$ cat config.mk
export PLATFORM = sky130hd
export DESIGN_NAME = serial_frame_receiver
export DESIGN_NICKNAME = d
export VERILOG_FILES = /design/src/rtl/serial_frame_receiver_pkg.sv /design/src/rtl/serial_frame_receiver_sfd_detector.sv /design/src/rtl/serial_frame_receiver.sv
export SDC_FILE = /design/constraint.sdc
export NUM_CORES = 1
export LEC_CHECK = 0
export CAP_MARGIN = 40
export CORE_ASPECT_RATIO = 1.5
export CORE_UTILIZATION = 45
export CTS_CLUSTER_SIZE = 28
export DETAILED_ROUTE_END_ITERATION = 8
export PLACE_DENSITY = 0.75
export REMOVE_ABC_BUFFERS = 1
export SYNTH_ARGS = -nofsm -noshare
export SYNTH_HDL_FRONTEND = slang
export SYNTH_HIERARCHICAL = 1
export SYNTH_SLANG_ARGS = --single-unit
export TNS_END_PERCENT = 1
$ cat constraint.sdc
create_clock -name clk -period 1.5 [get_ports clk]
set_input_delay 0.3 -clock clk [delete_from_list [all_inputs] [get_ports clk]]
set_output_delay 0.3 -clock clk [all_outputs]
set_load 0.005 [all_outputs]
$ cat src/rtl/serial_frame_receiver_pkg.sv
// Shared serial-link definitions: delimiter value, widths and receiver state encoding.
package serial_frame_receiver_pkg;

  localparam int SFD_LEN_LIMIT = 8;
  localparam int DEFAULT_DATA_LEN = 8;
  // Start-of-frame delimiter; bit 0 travels first on the line.
  localparam logic [SFD_LEN_LIMIT-1:0] SFD_VALUE = 8'b11010101;

  typedef enum logic {
    HUNT = 1'b0,
    DATA = 1'b1
  } rx_state_t;

endpackage

$ cat src/rtl/serial_frame_receiver_sfd_detector.sv
// Sliding LSB-first window over the serial line; pulses lock when the delimiter is seen.
module sfd_detector
  import serial_frame_receiver_pkg::*;
#(
  parameter int sfd_len_limit = SFD_LEN_LIMIT,
  parameter logic [sfd_len_limit-1:0] sfd = SFD_VALUE
) (
  input  logic clk,
  input  logic reset,
  input  logic shift_en,
  input  logic clear,
  input  logic rx,
  output logic lock
);

  logic [sfd_len_limit-1:0] window_reg;
  logic [sfd_len_limit-1:0] window_next;

  // New bit enters at the MSB, older bits move toward the LSB.
  genvar gi;
  generate
    for (gi = 0; gi < sfd_len_limit - 1; gi++) begin : g_shift
      assign window_next[gi] = window_reg[gi+1];
    end
  endgenerate
  assign window_next[sfd_len_limit-1] = rx;

  // Compare against the window including the bit arriving this cycle.
  assign lock = shift_en && (window_next == sfd);

  // Window register: cleared at frame end so payload bits never contribute to a lock.
  always_ff @(posedge clk) begin
    if (reset || clear) begin
      window_reg <= '0;
    end else if (shift_en) begin
      window_reg <= window_next;
    end
  end

endmodule

$ cat src/rtl/serial_frame_receiver.sv
// Serial frame receiver: hunts for the delimiter, then collects an LSB-first payload.
module serial_frame_receiver
  import serial_frame_receiver_pkg::*;
#(
  parameter int data_len = DEFAULT_DATA_LEN,
  parameter int sfd_len_limit = SFD_LEN_LIMIT,
  parameter logic [sfd_len_limit-1:0] sfd = SFD_VALUE
) (
  input  logic                clk,
  input  logic                reset,
  input  logic                rx,
  output logic [data_len-1:0] dout,
  output logic                rx_valid,
  output logic                rx_busy,
  output logic [15:0]         frame_cnt
);

  localparam int CNT_W = (data_len > 1) ? $clog2(data_len) : 1;
  localparam logic [CNT_W-1:0] LAST_BIT = CNT_W'(data_len - 1);

  rx_state_t           state_reg, state_next;
  logic [CNT_W-1:0]    cnt_reg, cnt_next;
  logic [data_len-1:0] shreg_reg, shreg_next;
  logic [data_len-1:0] dout_reg, dout_next;
  logic                valid_reg, valid_next;
  logic                busy_reg, busy_next;
  logic [15:0]         frame_cnt_reg, frame_cnt_next;
  logic                hunt_en;
  logic                win_clear;
  logic                lock;

  sfd_detector #(
    .sfd_len_limit(sfd_len_limit),
    .sfd          (sfd)
  ) u_sfd_detector (
    .clk     (clk),
    .reset   (reset),
    .shift_en(hunt_en),
    .clear   (win_clear),
    .rx      (rx),
    .lock    (lock)
  );

  // State register.
  always_ff @(posedge clk) begin
    if (reset) begin
      state_reg <= HUNT;
    end else begin
      state_reg <= state_next;
    end
  end

  // Next-state and datapath decisions: lock in HUNT, shift and finish frame in DATA.
  always_comb begin
    state_next     = state_reg;
    cnt_next       = cnt_reg;
    shreg_next     = shreg_reg;
    dout_next      = dout_reg;
    valid_next     = 1'b0;
    busy_next      = busy_reg;
    frame_cnt_next = frame_cnt_reg;
    hunt_en        = 1'b0;
    win_clear      = 1'b0;
    case (state_reg)
      HUNT: begin
        hunt_en = 1'b1;
        if (lock) begin
          state_next = DATA;
          cnt_next   = '0;
          busy_next  = 1'b1;
        end
      end
      DATA: begin
        shreg_next = {rx, shreg_reg[data_len-1:1]};
        cnt_next   = cnt_reg + CNT_W'(1);
        if (cnt_reg == LAST_BIT) begin
          dout_next      = {rx, shreg_reg[data_len-1:1]};
          valid_next     = 1'b1;
          frame_cnt_next = frame_cnt_reg + 16'd1;
          busy_next      = 1'b0;
          win_clear      = 1'b1;
          state_next     = HUNT;
        end
      end
      default: state_next = HUNT;
    endcase
  end

  // Datapath and output registers; reset overrides any completing frame.
  always_ff @(posedge clk) begin
    if (reset) begin
      cnt_reg       <= '0;
      shreg_reg     <= '0;
      dout_reg      <= '0;
      valid_reg     <= 1'b0;
      busy_reg      <= 1'b0;
      frame_cnt_reg <= '0;
    end else begin
      cnt_reg       <= cnt_next;
      shreg_reg     <= shreg_next;
      dout_reg      <= dout_next;
      valid_reg     <= valid_next;
      busy_reg      <= busy_next;
      frame_cnt_reg <= frame_cnt_next;
    end
  end

  assign dout      = dout_reg;
  assign rx_valid  = valid_reg;
  assign rx_busy   = busy_reg;
  assign frame_cnt = frame_cnt_reg;

endmodule

==> qor.log, run 1 <==
qor: status.outcome complete, but fails checks
qor: status.violations negative setup slack
qor: floorplan.core.rowCount 27
qor: cts.clock_tree.buffer_depth 2
qor: global_route.initial_antenna_violation_count 0
qor: timing.timing.hold.ws 460 ps
qor: finish.layout.cell_area.non_filler 2390 sq um
qor: floorplan.die_area 4210 sq um
qor: finish.layout.cells.non_filler 279
qor: worst_setup_path.cp_data_required_time 1740 ps
qor: pwr.power.static_leakage 1.01 nW
qor: timing.final.setup.worst_slack -0.515 ps
qor: cts.htree_levels 2
qor: place.placedCellCount 269
qor: finish.seqCellArea 911 sq um
qor: synth.post_synth_instance_area 1780 sq um
qor: timing.timing_worst_slew_pin_value 261 ps
qor: detailed_routing.dr.first_iter.drc_count 17
qor: floorplan.fp.dieH 78.9 microns
qor: finish.largest_reg_flops 16
qor: detailed_routing.wire_length_after_detailed_routing 3550 microns
qor: pwr.power_per_cell_area 877 nW/um^2
qor: finish.areaGrowthSynthToFinish 34.7%
qor: floorplan.initial_utilization 47.8%
qor: worst_setup_path.timing.rr.end frame_cnt[15]
qor: detailed_routing.via_count 1433
qor: cts.cts_made_buffers 5
qor: cts.clk_slew_on_worst_s_h_paths 80 ps
qor: detailed_routing.number_of_nets_still_failing_antenna_checks_after_routing 0
qor: cts.clk_root_buffer_cell sky130_fd_sc_hd__clkbuf_8
qor: worst_setup_path.critical_path_peak_fanout 4
qor: worst_setup_path.critPathLaunch cnt_reg[0]
qor: timing.unrepaired_setup_endpoints_after_global_routing true
qor: timing.finalClockSkew 6.06 ps
qor: synth.yosys.cell_types.count 33
qor: synth.async_reset_ff_share 0%
qor: floorplan.core 3720 sq um
qor: timing.finalSetupViolations 1
qor: cts.cts_tree yes
qor: synth.ys_dominant_reg_cell sky130_fd_sc_hd__dfxtp_1
qor: place.postPlaceCellArea 2170 sq um
qor: global_route.global_route.peak_usage_layer met2
qor: detailed_routing.route.detailed.vias_per_inst 5.14
qor: worst_setup_path.worstSetupStartpointType flop
qor: detailed_routing.detailed_routing_iterations_pass_1 4
qor: global_route.vias_in_the_first_global_route 1285
qor: cts.ctsHoldBuffers 0
qor: finish.ratio_of_cells_with_drive_above_1_in_the_final_layout 24.2%
qor: synth.ys_seq_elements 44
qor: hold_path.hold_depth 2
qor: global_route.grt_start_max_net_pins 25
qor: worst_setup_path.setup.worst_path.class reg2reg
qor: global_route.grt_pass1_wl 5550 microns
qor: global_route.globalRouteOverflowTotal 0
qor: synth.syn_avg_cell_area 9.20 sq um
qor: worst_setup_path.worst-r2r-setup-slack -0.5 ps
qor: cts.clkLatencyLatePin 290 ps
qor: place.io_buffers 28
qor: finish.fillerInstances 316
qor: timing.final.period_utilization 100%
qor: floorplan.die_x 53.3 microns
qor: synth.sequential_cell_area_fraction_in_the_yosys_report 49.6%
qor: job.max-cap-violations 0
qor: hold_path.worstHoldEndpoint dout[0]
qor: timing.final_max_slew_viol_count 0
qor: place.place_hpwl 2450 microns
qor: timing.slew_headroom 82.6%
qor: worst_setup_path.critPathCaptureType flop
qor: finish.multi_input_area 872 sq um
qor: floorplan.io_pins 29
qor: synth.synth_edf_count 0
qor: global_route.use_met2 31.1%
qor: timing.min_period 1500 ps
qor: global_route.use_met1 19.9%
qor: finish.antenna_cells 0
qor: pwr.ir_worst_vdd 782 uV
qor: global_route.grt.total_usage 18.3%
qor: finish.nNetsFinal 241
qor: timing.fmaxAchievable 0.666 GHz
qor: worst_setup_path.timing.critical_path.arrival 1740 ps
qor: detailed_routing.drc 0
qor: timing.hold_viol 0
qor: place.place.gp.congestion 0.752
qor: hold_path.worstHoldStart dout[0]
qor: worst_setup_path.crit_reg_reg_startpoint cnt_reg[0]
qor: synth.yosysWarningCount 6
qor: global_route.met3_usage 5.36%
qor: hold_path.min_path_type reg2reg
qor: worst_setup_path.reg2regPathDepth 6
qor: finish.final_core_util 64.4%
qor: synth.syn_inst 193
qor: cts.tritoncts_num_sinks 44
qor: detailed_routing.drt-wirelength-per-cell 12.7 microns
==> Yosys cell counts (2+ instances only) <==
master                     count  area, sq um
sky130_fd_sc_hd__dfxtp_1      44          881
sky130_fd_sc_hd__nor2_1       30          113
sky130_fd_sc_hd__nand2_1      22         82.6
sky130_fd_sc_hd__a21oi_1      16         80.1
sky130_fd_sc_hd__mux2i_1      14          140
sky130_fd_sc_hd__xor2_1        9         78.8
sky130_fd_sc_hd__clkbuf_1      6         22.5
sky130_fd_sc_hd__nand3_1       5         25.0
sky130_fd_sc_hd__nand4_1       5         31.3
sky130_fd_sc_hd__o21ai_0       4         20.0
sky130_fd_sc_hd__and3_1        3         18.8
sky130_fd_sc_hd__and4_1        3         26.3
sky130_fd_sc_hd__ha_1          3         37.5
sky130_fd_sc_hd__or3_1         3         18.8
sky130_fd_sc_hd__and2_1        2         12.5
sky130_fd_sc_hd__buf_2         2         10.0
sky130_fd_sc_hd__buf_6         2         22.5
sky130_fd_sc_hd__inv_1         2         7.51
sky130_fd_sc_hd__nor3_1        2         10.0
sky130_fd_sc_hd__nor3b_1       2         15.0
sky130_fd_sc_hd__xnor2_1       2         17.5
==> per-stage QoR <==
stage	total power [mW]	worst slack, ps	setup TNS [ps]
finish	2.10	-0.515	-0.515
global route	2.17	-65.0	-454
CTS	2.13	-39.3	-114
detailed placement	1.25	-159	-980
global placement	1.26	-68.7	-348
floorplan	1.22	-315	-3020
==> cell families (layout without fill, tap and decap cells) <==
logic type / count (synthesis) / after routing / synth area share (%)
AO/OA/AOI/OAI: 22 / 22 / 6.48
XOR/XNOR: 11 / 11 / 5.43
adder cells (fa/ha/maj): 3 / 3 / 2.11
buffers and inverters: 16 / 59 / 4.65
flip-flops: 44 / 44 / 49.6
multiplexers: 14 / 14 / 7.89
AND/OR/NAND/NOR: 83 / 83 / 23.8
==> worst max-delay path, cell delays in order (launching register included) <==
cell,delay [ps]
sky130_fd_sc_hd__dfxtp_2,360
sky130_fd_sc_hd__ha_4,140
sky130_fd_sc_hd__ha_4,120
sky130_fd_sc_hd__and4_4,250
sky130_fd_sc_hd__nand4_4,120
sky130_fd_sc_hd__or3_4,340
sky130_fd_sc_hd__a21oi_2,120
==> final cells by class <==
type	count	area share [%]
clock buffers	6	3.03
clock inverters	2	1.46
inverters	3	0.575
multi-input cells	133	36.5
flip-flops and latches	44	38.1
well taps	43	2.25
repair buffers	48	18.1
==> layout by cell type, fill, tap and decap left out, drive strengths merged <==
cell           netlist  routed
nand2b               1       1
inv                  3       3
clkinv               0       1
bufinv               0       1
dlygate4sd2          0       3
nand4bb              1       1
and2                 2       2
clkbuf               7       6
xor2                 9       9
a31oi                1       1
nand3                6       6
dlymetal6s2s         0       3
dfxtp               44      44
nand4                6       6
o21ai                4       4
nor3b                2       2
nor2                30      30
a21oi               16      16
or2                  1       1
and3                 3       3
buf                  6      20
ha                   3       3
or3                  3       3
and4                 3       3
clkdlybuf4s50        0      22
mux2i               14      14
nor3                 2       2
nor4b                1       1
a311oi               1       1
xnor2                2       2
nand2               22      22
==> routing by layer <==
metal	up-vias	share of wire (%)
met3	6	3.1
met1	669	42
met4	0	1.9
li1	735	-
met5	-	0
met2	23	53
==> worst max path at each step <==
stage / endpoint / slack (ps) / cells past startpoint
after floorplan: frame_cnt[7] / -310 / 5
after global placement: frame_cnt[15] / -70 / 6
after global routing: frame_cnt[15] / -60 / 6
after detailed placement: frame_cnt[15] / -160 / 6
final: frame_cnt[15] / -0.5 / 6
after CTS: frame_cnt[15] / -40 / 6
==> where the power goes <==
part | total, mW | switching (mW) | internal, mW
registers | 1.17 | 0.00529 | 1.17
logic | 0.0497 | 0.0267 | 0.0230
clock network | 0.876 | 0.382 | 0.494
==> repair_timing <==
item / CTS / global route
setup endpoints to repair: 26 / 29
pin swaps: 6 / 3
gates resized for setup: 21 / 22
buffers inserted: 0 / 2
(Power assumes the default switching activity.)
==> inputs of run 2 (changes only) <==
Settings changed: PLACE_DENSITY 0.75 to 0.72, RECOVER_POWER from default to 100.
Clock period 1.5 ns to 1.75 ns, I/O delays scaled along.
==> qor.log, run 2 (synthesis results as in run 1) <==
qor: worst_setup_path.critical_path_peak_fanout 4
qor: worst_setup_path.critical_path.max_stage_delay 370 ps
qor: job.max-cap-violations 0
qor: finish.layout.cell_area.non_filler 2200 sq um
qor: pwr.post-layout-total-power 1.72 mW
qor: place.io_buffers 28
qor: global_route.initial_antenna_violation_count 0
qor: finish.nNetsFinal 230
qor: worst_setup_path.critical_path_cell_list ha_1 > ha_1 > and4_4 > nand4_4 > or3_1 > a21oi_1
qor: floorplan.initial_utilization 47.8%
qor: place.placedCellCount 260
qor: hold_path.min_path_type reg2reg
qor: status.outcome finished clean
qor: floorplan.core.rowCount 27
qor: worst_setup_path.top_cell_family_by_delay_on_the_critical_path simple AND/OR/NAND/NOR gates
qor: timing.final_max_slew_viol_count 0
qor: detailed_routing.number_of_nets_still_failing_antenna_checks_after_routing 0
qor: cts.clk_slew_on_worst_s_h_paths 80 ps
qor: timing.min_period 1630 ps
qor: timing.finalSetupViolations 0
qor: floorplan.io_pins 29
qor: floorplan.fp.dieH 78.9 microns
qor: cts.clock_tree.buffer_depth 2
qor: finish.final_common_cell sky130_fd_sc_hd__dfxtp_1
qor: worst_setup_path.timing.critical_path.arrival 1860 ps
qor: finish.antenna_cells 0
qor: floorplan.die_x 53.3 microns
qor: detailed_routing.detailed_routing_iterations_pass_1 4
qor: global_route.grt_start_max_net_pins 19
qor: global_route.vias_in_the_first_global_route 1220
qor: worst_setup_path.critical-path-top-cell-by-count sky130_fd_sc_hd__ha_1
qor: timing.finalClockSkew 6.84 ps
qor: worst_setup_path.cp_num_buf_inv 0
qor: timing.timing_worst_slew_pin_value 488 ps
qor: cts.clk_root_buffer_cell sky130_fd_sc_hd__clkbuf_8
qor: finish.fillerInstances 343
qor: timing.fmaxAchievable 0.614 GHz
qor: worst_setup_path.setup.worst_path.class reg2reg
qor: worst_setup_path.worstSetupStartpointType flop
qor: cts.clkLatencyLatePin 300 ps
qor: place.place_hpwl 2210 microns
qor: timing.unrepaired_setup_endpoints_after_global_routing false
qor: pwr.power_per_cell_area 782 nW/um^2
qor: detailed_routing.dr.first_iter.drc_count 22
qor: timing.setup_tns 0 ps
qor: cts.cts_made_buffers 5
qor: finish.largest_reg_flops 16
qor: floorplan.core 3720 sq um
qor: timing.final.period_utilization 93.1%
qor: global_route.globalRouteOverflowTotal 0
qor: worst_setup_path.worst_path_max_delay_cell sky130_fd_sc_hd__or3_1
qor: global_route.grt.total_usage 17.0%
qor: place.place.gp.congestion 0.706
qor: timing.slew_headroom 67.4%
qor: cts.htree_levels 2
qor: detailed_routing.route.detailed.vias_per_inst 5.21
qor: worst_setup_path.critPathCaptureType flop
qor: detailed_routing.wire_length_after_detailed_routing 3230 microns
qor: finish.mostFrequentLayoutCells sky130_fd_sc_hd__dfxtp_1, sky130_fd_sc_hd__nor2_1, sky130_fd_sc_hd__clkdlybuf4s50_1
qor: floorplan.die_area 4210 sq um
qor: pwr.power.static_leakage 0.852 nW
qor: pwr.ir_worst_vdd 658 uV
qor: finish.layout.cells.non_filler 267
qor: finish.areaGrowthSynthToFinish 24.1%
qor: worst_setup_path.cp_data_required_time 1980 ps
qor: place.postPlaceCellArea 2110 sq um
qor: detailed_routing.drc 0
qor: cts.cts_tree yes
qor: cts.tritoncts_num_sinks 44
qor: detailed_routing.via_count 1391
qor: global_route.grt_pass1_wl 5310 microns
qor: finish.ratio_of_cells_with_drive_above_1_in_the_final_layout 9.82%
qor: detailed_routing.drt-wirelength-per-cell 12.1 microns
qor: timing.hold_viol 0
-- run 2: cell count changes in the layout (fill, tap and decap cells not counted), moves of 3 or more --
cell,change
sky130_fd_sc_hd__dfxtp_2,-11
sky130_fd_sc_hd__buf_4,-12
sky130_fd_sc_hd__dfxtp_1,+15
sky130_fd_sc_hd__dlymetal6s2s_1,-3
sky130_fd_sc_hd__dlygate4sd2_1,-3
sky130_fd_sc_hd__dfxtp_4,-4
sky130_fd_sc_hd__clkdlybuf4s50_1,+5
-- run 2: worst paths after layout --
| check | from | endpoint | slack (ps) | cells after the start |
|---|---|---|---|---|
| worst max-delay path | cnt_reg[0] | frame_cnt[14] | 120 | 6 |
| worst min-delay path | dout[4] | dout[4] | 460 | 2 |
| worst min register to register | dout[4] | dout[4] | 460 | 2 |
| worst max register to register | cnt_reg[0] | frame_cnt[14] | 120 | 6 |
-- run 2: what timing repair did --
item                       in CTS  in global routing
setup endpoints to repair       0                  2
hold buffers                    0                  0
setup buffers                   0                  0
resized for setup               0                  4
-- run 2: power by group --
| group | switching (mW) | internal, mW | total (mW) |
|---|---|---|---|
| Sequential | 0.00413 | 1.01 | 1.01 |
| Combinational | 0.0232 | 0.0162 | 0.0394 |
| Clock | 0.322 | 0.351 | 0.673 |
| Total | 0.349 | 1.37 | 1.72 |
-- run 2: cell type report --
cell class                      count  area (sq um)  area share (%)
Timing Repair Buffer               37           345            15.7
Clock buffer                        7          96.3            4.37
Sequential cell                    44           882            40.0
Multi-Input combinational cell    133           815            37.0
Tap cell                           43          53.8            2.44
Inverter                            3          11.3           0.511
-- run 2: worst register-to-register path, delay by kind of cell (launching register included) --
kind,cells,cell delay (ps)
AND/OR/NAND/NOR,3,740
adder cells (fa/ha/maj),2,350
flip-flops,1,340
AO/OA/AOI/OAI,1,140
-- run 2: stage by stage --
| step | hold slack, ps | setup slack, ps | utilization (%) |
|---|---|---|---|
| after CTS | 460 | 78.5 | 59.3 |
| final | 456 | 120 | 59.3 |
| after global placement | 444 | 31.1 | 56.7 |
| after detailed placement | 449 | -22.3 | 56.7 |
| after global routing | 478 | 4.98 | 59.3 |
| after floorplan | 419 | -64.8 | - |
-- run 2: metal layers --
layer  up-vias  share of wire [%]  wire length, microns  GRT usage [%]
met5         -                  0                     0              0
met4         0                2.1                    67           10.3
met3         5                3.3                   107           3.45
met2        28                 50                  1620           27.3
met1       645                 45                  1440           20.0
li1        713                  -                     -              -
==> inputs of run 3 (changes only) <==
Settings changed: CELL_PAD_IN_SITES_DETAIL_PLACEMENT from default to 0, CELL_PAD_IN_SITES_GLOBAL_PLACEMENT from default to 1, CORE_UTILIZATION 45 to 42, PLACE_DENSITY 0.72 to 0.89.
==> qor.log, run 3 (synthesis results as in run 1) <==
qor: status.outcome finished clean
qor: finish.final_core_util 54.9%
qor: place.placedCellCount 263
qor: timing.fmaxAchievable 0.605 GHz
qor: global_route.grt_start_max_net_pins 18
qor: cts.htree_levels 2
qor: cts.cts_tree yes
qor: finish.nNetsFinal 231
qor: timing.final.period_utilization 94.4%
qor: detailed_routing.drt-wirelength-per-cell 11.9 microns
qor: cts.cts_resized 0
qor: floorplan.initial_utilization 44.5%
qor: pwr.internal_power 1.34 mW
qor: worst_setup_path.cp_data_required_time 1400 ps
qor: pwr.power.combinational.fraction 2.3%
qor: worst_setup_path.timing.critical_path.depth 1
qor: detailed_routing.number_of_nets_still_failing_antenna_checks_after_routing 0
qor: finish.areaGrowthSynthToFinish 23.4%
qor: worst_setup_path.critical_path_cell_list dlygate4sd3_1
qor: floorplan.die_x 55.1 microns
qor: pwr.share_seq_of_total_power 59.8%
qor: cts.clk_slew_on_worst_s_h_paths 80 ps
qor: detailed_routing.dr.first_iter.drc_count 18
qor: cts.clk_root_buffer_cell sky130_fd_sc_hd__clkbuf_8
qor: cts.cts_setup_buffers 0
qor: timing.hold_viol 0
qor: finish.final_common_cell sky130_fd_sc_hd__dfxtp_1
qor: timing.min_period 1650 ps
qor: pwr.power_per_cell_area 771 nW/um^2
qor: global_route.grt_pass1_wl 5340 microns
qor: cts.clkLatencyLatePin 290 ps
qor: timing.finalClockSkew 4.64 ps
qor: floorplan.die_area 4500 sq um
qor: worst_setup_path.critical_path_peak_fanout 6
qor: detailed_routing.detailed_routing_iterations_pass_1 4
qor: finish.mostFrequentLayoutCells sky130_fd_sc_hd__dfxtp_1, sky130_fd_sc_hd__nor2_1, sky130_fd_sc_hd__dlygate4sd3_1
qor: worst_setup_path.critPathCaptureType primary output
qor: place.io_buffers 28
qor: hold_path.worstHoldStart dout[4]
qor: pwr.post-layout-total-power 1.69 mW
qor: worst_setup_path.top_cell_family_by_delay_on_the_critical_path buffers and inverters
qor: worst_setup_path.timing.rr.end frame_cnt[14]
qor: global_route.vias_in_the_first_global_route 1227
qor: place.postPlaceCellArea 2120 sq um
qor: timing.final_max_slew_viol_count 0
qor: place.place.gp.congestion 0.751
qor: place.place_hpwl 2290 microns
qor: hold_path.min_path_type reg2reg
qor: hold_path.worstHoldEndpoint dout[4]
qor: timing.timing_worst_slew_pin_value 745 ps
qor: floorplan.fp.dieH 81.6 microns
qor: floorplan.core.rowCount 28
qor: finish.layout.cells.non_filler 271
qor: finish.ratio_of_cells_with_drive_above_1_in_the_final_layout 7.52%
qor: worst_setup_path.worstSetupStartpointType flop
qor: global_route.grt.total_usage 16.2%
qor: finish.largest_reg_flops 16
qor: cts.cts_made_buffers 5
qor: worst_setup_path.timing.critical_path.arrival 1300 ps
qor: finish.antenna_cells 0
qor: cts.tritoncts_num_sinks 44
qor: worst_setup_path.critical_path.max_stage_delay 600 ps
qor: worst_setup_path.cp_num_buf_inv 1
qor: timing.slew_headroom 50.3%
qor: floorplan.core 3990 sq um
qor: floorplan.io_pins 29
qor: global_route.initial_antenna_violation_count 0
qor: pwr.ir_worst_vdd 602 uV
qor: timing.unrepaired_setup_endpoints_after_global_routing false
qor: detailed_routing.via_count 1385
qor: pwr.clkPwrFrac 37.9%
qor: pwr.power.switching 345 uW
qor: cts.ctsHoldBuffers 0
qor: finish.layout.cell_area.non_filler 2190 sq um
qor: pwr.power.static_leakage 0.932 nW
qor: detailed_routing.wire_length_after_detailed_routing 3230 microns
qor: worst_setup_path.worst-r2r-setup-slack 120 ps
qor: detailed_routing.drc 0
qor: worst_setup_path.crit_reg_reg_startpoint cnt_reg[0]
qor: job.max-cap-violations 0
qor: hold_path.hold_depth 2
qor: cts.clock_tree.buffer_depth 2
qor: detailed_routing.route.detailed.vias_per_inst 5.11
qor: worst_setup_path.worst_path_max_delay_cell sky130_fd_sc_hd__dlygate4sd3_1
qor: pwr.power.share.switching 20.4%
qor: global_route.globalRouteOverflowTotal 0
qor: worst_setup_path.reg2regPathDepth 6
qor: worst_setup_path.setup.worst_path.class reg2out
qor: timing.finalSetupViolations 0
run 3: cell count changes in the layout (fill, tap and decap cells not counted), sizes merged:
cell           delta
buf               -2
clkbuf            +4
clkdlybuf4s50    -26
dlygate4sd3      +26
run 3: routing by layer:
layer  vias to the layer above  track usage (%)  share of wire [%]
met5                         -                0                  0
met4                         0             6.00                1.4
met3                         4             4.07                3.4
met2                        22             27.0                 50
met1                       637             19.6                 46
li1                        722                -                  -
run 3: worst max-delay path by stage:
stage | start | slack [ps] | endpoint
after floorplan | state_reg | -60 | frame_cnt[7]
after global placement | rx | 30 | cnt_reg[1]
after detailed placement | rx | -10 | cnt_reg[2]
after CTS | cnt_reg[0] | 70 | frame_cnt[14]
after global routing | cnt_reg[0] | 5 | frame_cnt[15]
final | frame_cnt[2] | 100 | frame_cnt[2]
run 3: power groups by stage:
| stage | logic [mW] | clock network [mW] | registers (mW) |
|---|---|---|---|
| 5_1_grt | 0.0422 | 0.696 | 1.01 |
| 2_1_floorplan | 0.0103 | 0 | 1.03 |
| 3_3_place_gp | 0.0426 | 0 | 1.03 |
| 4_1_cts | 0.0429 | 0.663 | 1.01 |
| 6_report | 0.0386 | 0.640 | 1.01 |
| 3_5_place_dp | 0.0428 | 0 | 1.03 |
run 3: cell type report:
type,instances,area [sq um]
fill,390,1800
sequential,44,881
multi-input combinational,133,810
timing repair buffer,38,343
clock buffer,8,90.1
tap,45,56.3
inverter,3,11.3
run 3: through the flow:
step	setup WS, ps	TNS [ps]	hold slack (ps)
2_1_floorplan	-64.8	-64.8	419
5_1_grt	5.16	0	475
4_1_cts	69.8	0	457
3_3_place_gp	31.7	0	440
3_5_place_dp	-12.2	-12.2	446
6_report	97.8	0	451
